<file path="src/rtl/sar_adc_ctrl.sv">
// sar_adc_ctrl: successive-approximation controller for the 4-bit AD path.
// Drives a trial code into the DAC, samples the external comparator and
// resolves one bit per trial step, MSB first, with a start/done handshake.
// Optional build macro: ADC_INV_OUT_EN drives the result port inverted
// (reset value all ones). The dac_code polarity is unaffected.
module sar_adc_ctrl #(
    parameter int unsigned WIDTH  = 4,  // result bits, >= 2
    parameter int unsigned SETTLE = 1   // extra hold cycles per trial code
) (
    input  logic             clk_i,
    input  logic             reset_i,    // asynchronous, active-high
    input  logic             start_i,
    input  logic             comp_i,     // 1 = vin >= DAC(dac_code_o)
    output logic [WIDTH-1:0] dac_code_o,
    output logic             busy_o,
    output logic             done_o,
    output logic [WIDTH-1:0] result_o
);

    // Counter must be at least one bit wide even when SETTLE is zero.
    localparam int unsigned CntW = (SETTLE > 0) ? $clog2(SETTLE + 1) : 1;
    localparam int unsigned IdxW = $clog2(WIDTH);

    localparam logic [CntW-1:0]  CntLast = CntW'(SETTLE);
    localparam logic [IdxW-1:0]  IdxMsb  = IdxW'(WIDTH - 1);
    localparam logic [WIDTH-1:0] MsbCode = {1'b1, {(WIDTH - 1){1'b0}}};

    localparam logic [1:0] StIdle  = 2'd0;
    localparam logic [1:0] StTrial = 2'd1;
    localparam logic [1:0] StDone  = 2'd2;

    logic [1:0]       state_q, state_d;
    logic [WIDTH-1:0] code_q, code_d;
    logic [WIDTH-1:0] result_q, result_d;
    logic [IdxW-1:0]  idx_q, idx_d;
    logic [CntW-1:0]  cnt_q, cnt_d;
    logic             busy_q, busy_d;
    logic             done_q, done_d;

    // Next-state: launch on start in idle, resolve one bit per trial, pulse done.
    always_comb begin
        state_d  = state_q;
        code_d   = code_q;
        result_d = result_q;
        idx_d    = idx_q;
        cnt_d    = cnt_q;

        case (state_q)
            StIdle: begin
                if (start_i) begin
                    state_d = StTrial;
                    code_d  = MsbCode;
                    idx_d   = IdxMsb;
                    cnt_d   = '0;
                end
            end
            StTrial: begin
                if (cnt_q != CntLast) begin
                    // Hold the trial code while the DAC and comparator settle.
                    cnt_d = cnt_q + CntW'(1);
                end else begin
                    // Last hold cycle: comparator decides the current bit.
                    code_d[idx_q] = comp_i;
                    cnt_d         = '0;
                    if (idx_q != '0) begin
                        code_d[idx_q - IdxW'(1)] = 1'b1;
                        idx_d                    = idx_q - IdxW'(1);
                    end else begin
                        result_d = code_d;
                        state_d  = StDone;
                    end
                end
            end
            StDone: begin
                state_d = StIdle;
            end
            default: begin
                state_d = StIdle;
            end
        endcase

        // Status flags are registered copies of the next state.
        busy_d = (state_d == StTrial);
        done_d = (state_d == StDone);
    end

    // State and datapath registers; reset aborts any conversion immediately.
    always_ff @(posedge clk_i or posedge reset_i) begin
        if (reset_i) begin
            state_q  <= StIdle;
            code_q   <= '0;
            result_q <= '0;
            idx_q    <= IdxMsb;
            cnt_q    <= '0;
            busy_q   <= 1'b0;
            done_q   <= 1'b0;
        end else begin
            state_q  <= state_d;
            code_q   <= code_d;
            result_q <= result_d;
            idx_q    <= idx_d;
            cnt_q    <= cnt_d;
            busy_q   <= busy_d;
            done_q   <= done_d;
        end
    end

    assign dac_code_o = code_q;
    assign busy_o     = busy_q;
    assign done_o     = done_q;

`ifdef ADC_INV_OUT_EN
    assign result_o = ~result_q;
`else
    assign result_o = result_q;
`endif

endmodule
</file>
<file path="config.mk">
export PLATFORM = sky130hd
export DESIGN_NAME = sar_adc_ctrl
export DESIGN_NICKNAME = d
export VERILOG_FILES = /design/src/rtl/sar_adc_ctrl.sv
export SDC_FILE = /design/constraint.sdc
export NUM_CORES = 1
export LEC_CHECK = 0
export BUFFER_PORTS_ARGS = -buffer_cell sky130_fd_sc_hd__buf_2
export CORE_MARGIN = 3
export CORE_UTILIZATION = 53
export DETAILED_ROUTE_END_ITERATION = 16
export PLACE_DENSITY = 0.87
export SLEW_MARGIN = 20
export SYNTH_ARGS = -nofsm -noshare
export SYNTH_HDL_FRONTEND = slang
export SYNTH_SLANG_ARGS = --single-unit
</file>
<file path="constraint.sdc">
create_clock -name clk_i -period 1.9 [get_ports clk_i]
set_input_delay 0.38 -clock clk_i [delete_from_list [all_inputs] [get_ports clk_i]]
set_output_delay 0.38 -clock clk_i [all_outputs]
set_load 0.005 [all_outputs]
</file>
# [Yosys cells after proc, flatten, opt, wreduce, memory -nomap -nowiden]
# Cells that the tools add are included.
[op_classes] eq_ne=6 n_reduce_logical=9 bitwise=2 n_lt_le_gt_ge=4 mux=20 addsub=2
[op_table] cell="$mux 2" count=6
[op_table] cell="$mux 4" count=3
[op_table] cell="$pmux 2 s2" count=2
[op_table] cell="$pmux 4 s2" count=1
[op_table] cell="$lt 2x3->1 const B" count=2
[op_table] cell="$ne 2x2->1 const B" count=3
[op_table] cell="$reduce_and 3->1" count=2
[op_table] cell="$bwmux 4" count=1
[op_table] cell="$demux 1 s2" count=2
[op_table] cell="$eq 2x1->1 const B" count=2
[op_table] cell="$ge 2x1->1 const B" count=2
[op_table] cell="$mux 1" count=4
[op_table] cell="$or 4x4->4" count=1
[op_table] cell="$reduce_and 4->1" count=1
[op_table] cell="$reduce_bool 2->1" count=2
[op_table] cell="$eq 2x2->1 const B" count=1
[op_table] cell="$logic_and 1x1->1" count=2
[op_table] cell="$logic_not 2->1" count=1
[op_table] cell="$pmux 1 s2" count=1
[op_table] cell="$reduce_and 2->1" count=1
[op_table] cell="$sub 2x1->2 const B" count=1
[op_table] cell="$add 1x1->1 const B" count=1
[op_table] cell="$not 1->1" count=1
[totals] elab_cells=50 out_inout_bits=10 ff_bits=15

# [Logic depth before layout (Yosys ltp)]
# Gate-level depths: netlist of the first run.
[logic_depth] word_depth=9 ltp_mapped=7

# [Worst setup path before layout of the first run]
# No wires, ideal clock.
[synth_path] path_type="register -> register" startpoint="register idx_q[0]" endpoint="register code_q[1] (netlist: dac_code_o[1])" t_arrival_ps=1405 setup_ps=121 path_slack_ps=374 stages_incl_launch_ff=7 path_cell_list="dfstp_2 inv_1 ha_1 buf_4 nor2_1 o311ai_1 a22o_1"
[synth_between] elab_chain_cells=9 elab_cells_between_ends=17
[synth_lines] element="start: declaration" line_no="35" rtl="logic [IdxW-1:0] idx_q, idx_d;"
[synth_lines] element="start signal: assignment" line_no="93" rtl="idx_q <= IdxMsb;"
[synth_lines] element="start signal: assignment" line_no="101" rtl="idx_q <= idx_d;"
[synth_lines] element="$sub 2x1->2, or another cell as far along" line_no="66" rtl="code_d[idx_q - IdxW'(1)] = 1'b1;"
[synth_lines] element="$lt 2x3->1 (implied by the code), or another cell as far along" line_no="66"
[synth_lines] element="$logic_and 1x1->1 (implied by the code) or $mux 1 (tied branches)" line_no="66, 63"
[synth_lines] element="$mux 1 (implied by the code) or $demux 1 s2 (tied branches)" line_no="66, 63"
[synth_lines] element="$demux 1 s2 or $bwmux 4 (tied branches)" line_no="66, 63"
[synth_lines] element="$or 4x4->4 (no line)"
[synth_lines] element="$mux 4 *" line_no="65" rtl="if (idx_q != '0) begin"
[synth_lines] element="$mux 4 *" line_no="58" rtl="if (cnt_q != CntLast) begin"
[synth_lines] element="$pmux 4 s2 *" line_no="48" rtl="case (state_q)"
[synth_lines] element="end signal: assignment" line_no="99" rtl="code_q <= code_d;"
[synth_lines] element="end: declaration" line_no="33" rtl="logic [WIDTH-1:0] code_q, code_d;"
# Every way passes the cells marked *; elsewhere a longest branch is shown, timed or not. The select of a mux whose other input is x is not followed.
# A chain may end at the register's enable or synchronous reset.

# [Worst setup path in the final report of the first run]
# Ends and elaborated chain as after synthesis.

==> out/results.tsv, run 1 <==
metric	value	unit
status	finished clean	
Slowest-stage cell, CP	dfstp_2	
Final nets	101	
chip width	45.1	um
share of cells above drive strength 1	0.275	
Layout Cells excl Fill	106	
Syn. warnings	0	
DP Wirelength	1120	um
Critical Path AT	1.83	ns
peak fanout along the critical path	11	
Ant. Diodes	0	
Area after DPL	875	um2
clk sink count	15	
TritonCTS clock tree	yes	
Final Util	0.660	
Layout area overhead	11.3	%
syn avg cell area	10.5	um2
CTS buffer count	3	
number of global-route vias before repair	570	
setup bufs post-CTS	0	
Placed Cells	102	
Final setup viols	0	
Routed Antenna Nets	0	
critical path launch point	idx_q[0]$_DFFE_PP1P_	
Worst Tran Pin Value	0.554	ns
maximum vdd drop	0.914	mV
Fill cells	116	
Hold Fails Final Rpt	0	
ys async rst share	1.00	
worst slack, placed	0.259	ns
gr usage total	0.182	
Cell Rows	13	
Post-synth EDFFs	0	
worst skew pair latency	0.28	ns
Clock Tree Buf Depth	2	
number of max-cap violations	0	
Post-Syn Instances	77	
hold slack	0.129	ns
number of DRC markers in iteration 0	22	
WL per Instance	14.4	um
crit path time final	1.66	ns
total grt overflow	0	
Initial Util	0.593	
die height	45.1	um
CP peak stage delay	0.61	ns
Max Fclk	604	MHz
IO Pins	14	
Leakage Power	0.456	nW
Tcrit/Tclk final	0.871	
# hold bufs at CTS	0	
largest net degree at the start of global routing	17	
crit start category	flop	
cell area after layout	902	um2
flops & latches, synth	15	
GPL Wtd Cong	0.867	
Resized cells post-CTS	0	
Cell variety after synth	30	
first-pass GRT wire length	2620	um
Slew Viols, Final	0	
Max H-tree Level	1	
worst min path class	primary input to async pin	
sequential fraction of the synthesis area	0.466	
setup slack after layout	0.245	ns
IO Port Bufs	13	
Net Count, Synth	86	
via count	599	
die area	2030	um2
area taken by multi-input logic gates	390	um2
top_reg_cell synth	dfrtp_1	
critical path required time	2.08	ns
core area	1370	um2
drt drc	0	
crit path kind	flop to flop	
Slew Limit Headroom	0.630	
detailed-route vias per instance	5.65	
FF+latch area	378	um2
reg2reg path depth	5	
most frequent cells in the layout	dfrtp_1, buf_2, nand2_1, o21ai_1, ha_1	
Worst Skew	0.00143	ns
Pwr Total	1.53	mW
RSZ-0062 raised after global routing	false	
Clock transition at path regs	0.09	ns
RR Startpoint	idx_q[0]$_DFFE_PP1P_	
crit end category	flop	
initial antenna violation count	0	
drt total wl	1530	um
crit-path cells	inv_1, ha_1, nor2_1, o311ai_1, a22o_1	
pwr dens	1700	nW/um2
Mapped Area	811	um2
DR pass1 iterations	4	
CTS Root Cell	clkbuf_4	
setup TNS	0	ns
-- kinds of logic (layout without fill, tap and decap cells) --
| logic type | count (synthesis) | count (layout) | share of synthesized area |
|---|---|---|---|
| AND/OR/NAND/NOR | 23 | 23 | 0.184 |
| buffers and inverters | 9 | 23 | 0.0525 |
| flip-flops | 15 | 15 | 0.466 |
| AO/OA/AOI/OAI | 22 | 22 | 0.184 |
| adder cells (fa/ha/maj) | 5 | 5 | 0.0772 |
| multiplexers | 3 | 3 | 0.0370 |
-- layout make-up --
type / count / share of cell area
clock buffer: 3 / 0.0250
clock inverter: 1 / 0.00555
inverter: 6 / 0.0250
multi-input combinational: 53 / 0.433
sequential: 15 / 0.419
tap: 15 / 0.0208
timing repair buffer: 13 / 0.0721
-- synthesized netlist by cell type, types with 3 or more instances --
library cell  number  share of area
mux2i_1            3          0.037
nand2b_1           4          0.031
o21ai_1            5          0.031
a31oi_1            3          0.023
ha_1               5          0.077
nand2_1            8          0.037
nor2_1             3          0.014
a21oi_1            4          0.025
inv_1              4          0.019
dfrtp_1           13           0.40
-- path summary, 6_finish.rpt --
path                       slack (ns)                   endpoint
max                              0.24  dac_code_o[1]$_DFFE_PP0P_
min                              0.13           done_o$_DFF_PP0_
max reg2reg                      0.24  dac_code_o[1]$_DFFE_PP0P_
min reg2reg                      0.49    result_o[2]$_DFFE_PP0P_
max in group asynchronous        1.40       idx_q[1]$_DFFE_PP1P_
min in group clk_i               0.38    result_o[0]$_DFFE_PP0P_
-- registers in the layout (all words and copies together) (netlist names) --
| signal | cells |
|---|---|
| cnt_q | 1 |
| busy_o | 1 |
| idx_q | 2 |
| done_o | 1 |
| result_o | 4 |
| dac_code_o | 4 |
| state_q | 2 |
-- worst max-delay path: cells and delay by family, from the launching register on --
family,cells,cell delay [ns]
simple gates,1,0.15
compound gates,2,0.33
fa+ha+maj,1,0.35
flops,1,0.61
buf+inv,1,0.10
-- metal layers --
metal | global-route usage | vias to the layer above | share of wire
li1 | - | 299 | -
met1 | 0.256 | 281 | 0.47
met2 | 0.257 | 17 | 0.47
met3 | 0.0398 | 2 | 0.046
met4 | 0.105 | 0 | 0.017
met5 | 0 | - | 0
-- report_power, final --
part | switching (mW) | internal (mW) | total (mW)
Clock | 0.100 | 0.0782 | 0.179
Combinational | 0.333 | 0.349 | 0.682
Sequential | 0.194 | 0.480 | 0.673
Total | 0.627 | 0.907 | 1.53
No activity file was read; power rests on OpenSTA's default activity.
==> inputs of run 2 (changes only) <==
BUFFER_PORTS_ARGS = -buffer_cell sky130_fd_sc_hd__buf_4   (was -buffer_cell sky130_fd_sc_hd__buf_2)
CELL_PAD_IN_SITES_DETAIL_PLACEMENT = 1   (was default)
CELL_PAD_IN_SITES_GLOBAL_PLACEMENT = 1   (was default)
CORE_UTILIZATION = 41   (was 53)
PLACE_DENSITY = 0.86   (was 0.87)
==> run 2 against run 1 <==
Effect of this change:
- largest cell class unchanged
- sequential power increased by 3%
- die area increased by 25%
- core utilization decreased by 13 points
- maximum frequency decreased by 3.8%
- register-to-register slack got worse by 0.07 ns
- power increased by 5.2%
==> out/results.tsv, run 2 (synthesized netlist as in run 1, its figures left out) <==
metric	value	unit
number of global-route vias before repair	644	
Resized cells post-CTS	0	
worst skew pair latency	0.29	ns
total grt overflow	0	
WL per Instance	15.8	um
worst min path class	primary input to async pin	
# hold bufs at CTS	0	
Clock Tree Buf Depth	2	
initial antenna violation count	0	
RSZ-0062 raised after global routing	false	
die height	50.5	um
Area after DPL	920	um2
CTS buffer count	3	
CTS Root Cell	clkbuf_4	
crit path kind	flop to flop	
DR pass1 iterations	4	
Final setup viols	0	
number of max-cap violations	0	
Tcrit/Tclk final	0.906	
crit path time final	1.72	ns
Worst Skew	0.0136	ns
Critical Path AT	1.89	ns
DP Wirelength	1290	um
Clock transition at path regs	0.10	ns
crit end category	flop	
share of cells above drive strength 1	0.275	
Slew Limit Headroom	0.612	
IO Pins	14	
Cell Rows	15	
Leakage Power	0.466	nW
Ant. Diodes	0	
GPL Wtd Cong	0.731	
largest net degree at the start of global routing	17	
Max H-tree Level	1	
Hold Fails Final Rpt	0	
Max Fclk	581	MHz
clk sink count	15	
chip width	50.5	um
TritonCTS clock tree	yes	
drt total wl	1830	um
peak fanout along the critical path	11	
Slew Viols, Final	0	
status	finished clean	
setup TNS	0	ns
IO Port Bufs	13	
number of DRC markers in iteration 0	7	
setup slack after layout	0.179	ns
setup bufs post-CTS	0	
worst slack, placed	0.224	ns
drt drc	0	
die area	2550	um2
Fill cells	214	
Worst Tran Pin Value	0.581	ns
reg2reg path depth	5	
Layout area overhead	16.8	%
most frequent cells in the layout	dfrtp_1, buf_4, nand2_1, o21ai_1, ha_1	
hold slack	0.143	ns
critical path required time	2.07	ns
core area	1800	um2
maximum vdd drop	0.689	mV
crit start category	flop	
detailed-route vias per instance	5.41	
worst reg2reg setup slack	0.18	ns
first-pass GRT wire length	3130	um
Routed Antenna Nets	0	
gr usage total	0.163	
via count	628	
Initial Util	0.450	
pwr dens	1700	nW/um2
cell area after layout	947	um2
Final nets	101	
## run 2: cell count changes in the layout (fill, tap and decap cells not counted)
cell,change
buf_2,-13
buf_4,+13
## run 2: worst paths after layout
path | start | end
hold reg to reg | result_o[3]$_DFFE_PP0P_ | result_o[3]$_DFFE_PP0P_
setup reg to reg | idx_q[0]$_DFFE_PP1P_ | dac_code_o[1]$_DFFE_PP0P_
hold / removal | reset_i | result_o[1]$_DFFE_PP0P_
min in group clk_i | comp_i | result_o[0]$_DFFE_PP0P_
max in group asynchronous | reset_i | idx_q[1]$_DFFE_PP1P_
setup / recovery | idx_q[0]$_DFFE_PP1P_ | dac_code_o[1]$_DFFE_PP0P_
## run 2: where the power goes
group          total, mW  switching, mW  internal, mW  leakage (nW)
logic              0.736          0.337         0.399         0.272
registers          0.691          0.211         0.479         0.176
clock network      0.188          0.110        0.0781        0.0177
total               1.61          0.658         0.957         0.466
## run 2: final cells by class
type                       instances  area (um2)  area share
multi-input combinational         53         390       0.412
sequential                        15         378       0.399
timing repair buffer              13        97.6       0.103
tap                               25        31.3      0.0330
clock buffer                       3        22.5      0.0238
inverter                           6        22.5      0.0238
clock inverter                     1        5.00     0.00528
## run 2: worst max-delay path, stage by stage (launching register included)
cell	delay, ns
dfstp_2	0.64
inv_1	0.11
ha_1	0.36
nor2_1	0.17
o311ai_1	0.09
a22o_1	0.24
## run 2: layer usage
layer,share of wire,vias to the layer above,GRT usage
met1,0.46,310,0.212
met5,0,-,0
met2,0.48,13,0.270
met3,0.040,4,0.0297
met4,0.015,0,0.0538
li1,-,301,-
## run 2: per-stage QoR
| stage | cells | util | power [mW] |
|---|---|---|---|
| final | 116 | 0.526 | 1.61 |
| after global routing | 116 | 0.526 | 1.76 |
| after CTS | 116 | 0.526 | 1.63 |
| after detailed placement | 112 | 0.510 | 1.43 |
| after global placement | 112 | 0.510 | 1.39 |
| after floorplan | 77 | - | 1.16 |
==> inputs of run 3 (changes only) <==
CORE_MARGIN = 2   (was 3)
==> run 3 against run 2 <==
Effect of this change:
- critical path depth unchanged
- wire length up 0.77%
- via count fell by 1.9%
- final area grew 0.13%
- clock skew fell by 0.011 ns
- worst hold slack gained 0.011 ns
- worst setup slack worse by 0.0032 ns
- sequential share of layout area decreased by 0.053 points
- non-clock buffer count is the same
- sequential cell count is the same
- maximum frequency fell by 0.18%
==> out/results.tsv, run 3 (synthesized netlist as in run 1, its figures left out) <==
metric	value	unit
drt total wl	1840	um
most frequent cells in the layout	dfrtp_1, buf_4, nand2_1, o21ai_1, ha_1	
maximum vdd drop	0.794	mV
Critical Path AT	1.90	ns
# hold bufs at CTS	0	
Worst Skew	0.00228	ns
Placed Cells	114	
Clock Tree Buf Depth	2	
Sw Ratio	0.407	
Worst Tran Pin Value	0.587	ns
die height	48.5	um
Fill cells	234	
Clk pwr share	0.114	
Combinational Power Share	0.464	
setup TNS	0	ns
status	finished clean	
WL per Instance	15.6	um
CTS buffer count	3	
chip width	48.5	um
Max Fclk	580	MHz
IO Pins	14	
worst skew pair latency	0.28	ns
DR pass1 iterations	3	
number of DRC markers in iteration 0	4	
TritonCTS clock tree	yes	
Final setup viols	0	
RSZ-0062 raised after global routing	false	
gr busiest metal	met2	
initial antenna violation count	0	
Leakage Power	0.463	nW
Slew Viols, Final	0	
crit end category	flop	
IO Port Bufs	13	
largest net degree at the start of global routing	17	
first-pass GRT wire length	3040	um
number of global-route vias before repair	639	
Ant. Diodes	0	
Slew Limit Headroom	0.608	
total grt overflow	0	
Layout Cells excl Fill	118	
Routed Antenna Nets	0	
DP Wirelength	1320	um
Initial Util	0.422	
via count	616	
core area	1920	um2
worst reg2reg setup slack	0.18	ns
CTS Root Cell	clkbuf_4	
P_sw	0.659	mW
peak fanout along the critical path	11	
Max H-tree Level	1	
GPL Wtd Cong	0.777	
Cell Rows	16	
setup bufs post-CTS	0	
internal power	0.962	mW
detailed-route vias per instance	5.22	
sequential share of power	0.422	
met1 usage	0.195	
crit path time final	1.72	ns
number of max-cap violations	0	
crit path kind	flop to flop	
Tcrit/Tclk final	0.907	
Resized cells post-CTS	0	
Final nets	101	
Layout area overhead	17.0	%
critical path required time	2.08	ns
gr usage total	0.176	
met2 Track Usage GR	0.319	
GR Util met3	0.0370	
die area	2350	um2
clk sink count	15	
worst min path class	primary input to async pin	
pwr dens	1710	nW/um2
Hold Fails Final Rpt	0	
share of cells above drive strength 1	0.264	
Clock transition at path regs	0.09	ns
drt drc	0	
crit start category	flop	
[run 3: path summary, 6_finish.rpt]
check                                        start                        end  depth (start not counted)
setup / recovery              idx_q[0]$_DFFE_PP1P_  dac_code_o[1]$_DFFE_PP0P_                          5
hold / removal                             reset_i           done_o$_DFF_PP0_                          2
setup reg to reg              idx_q[0]$_DFFE_PP1P_  dac_code_o[1]$_DFFE_PP0P_                          5
hold reg to reg            result_o[1]$_DFFE_PP0P_    result_o[1]$_DFFE_PP0P_                          2
max in group asynchronous                  reset_i          cnt_q$_DFFE_PP0P_                          2
min in group clk_i                          comp_i    result_o[0]$_DFFE_PP0P_                          3
[run 3: metal layers]
metal	wire length [um]	part of all wire
met3	36	0.020
met4	12	0.0065
met2	1040	0.56
met1	754	0.41
met5	0	0
[run 3: metrics by stage]
| step | hold slack [ns] | util | instance area [um2] | worst slack [ns] | power, mW |
|---|---|---|---|---|---|
| finish | 0.155 | 0.493 | 948 | 0.176 | 1.62 |
| global route | 0.195 | 0.493 | 948 | 0.0777 | 1.76 |
| CTS | 0.171 | 0.493 | 948 | 0.167 | 1.65 |
| detailed placement | 0.480 | 0.480 | 922 | 0.185 | 1.45 |
| global placement | 0.460 | 0.480 | 922 | 0.324 | 1.38 |
| floorplan | 0.280 | - | 811 | 0.374 | 1.16 |
[run 3: critical path: stages, from the launching register on]
cell and delay (ns):
dfstp_2 0.63, inv_1 0.10, ha_1 0.36, nor2_1 0.19, o311ai_1 0.10, a22o_1 0.24
[run 3: power groups by stage]
stage / registers [mW] / logic (mW) / clock network (mW)
floorplan: 0.600 / 0.564 / 0
global placement: 0.675 / 0.707 / 0
detailed placement: 0.694 / 0.755 / 0
CTS: 0.688 / 0.771 / 0.193
global route: 0.721 / 0.835 / 0.205
finish: 0.684 / 0.752 / 0.185
[run 3: area by class of cell]
type,instances,area [um2],share of cell area
Sequential cell,15,378,0.398
Tap cell,27,33.8,0.0356
Timing Repair Buffer,13,97.6,0.103
Inverter,6,22.5,0.0237
Clock buffer,4,26.3,0.0277
Multi-Input combinational cell,53,390,0.412
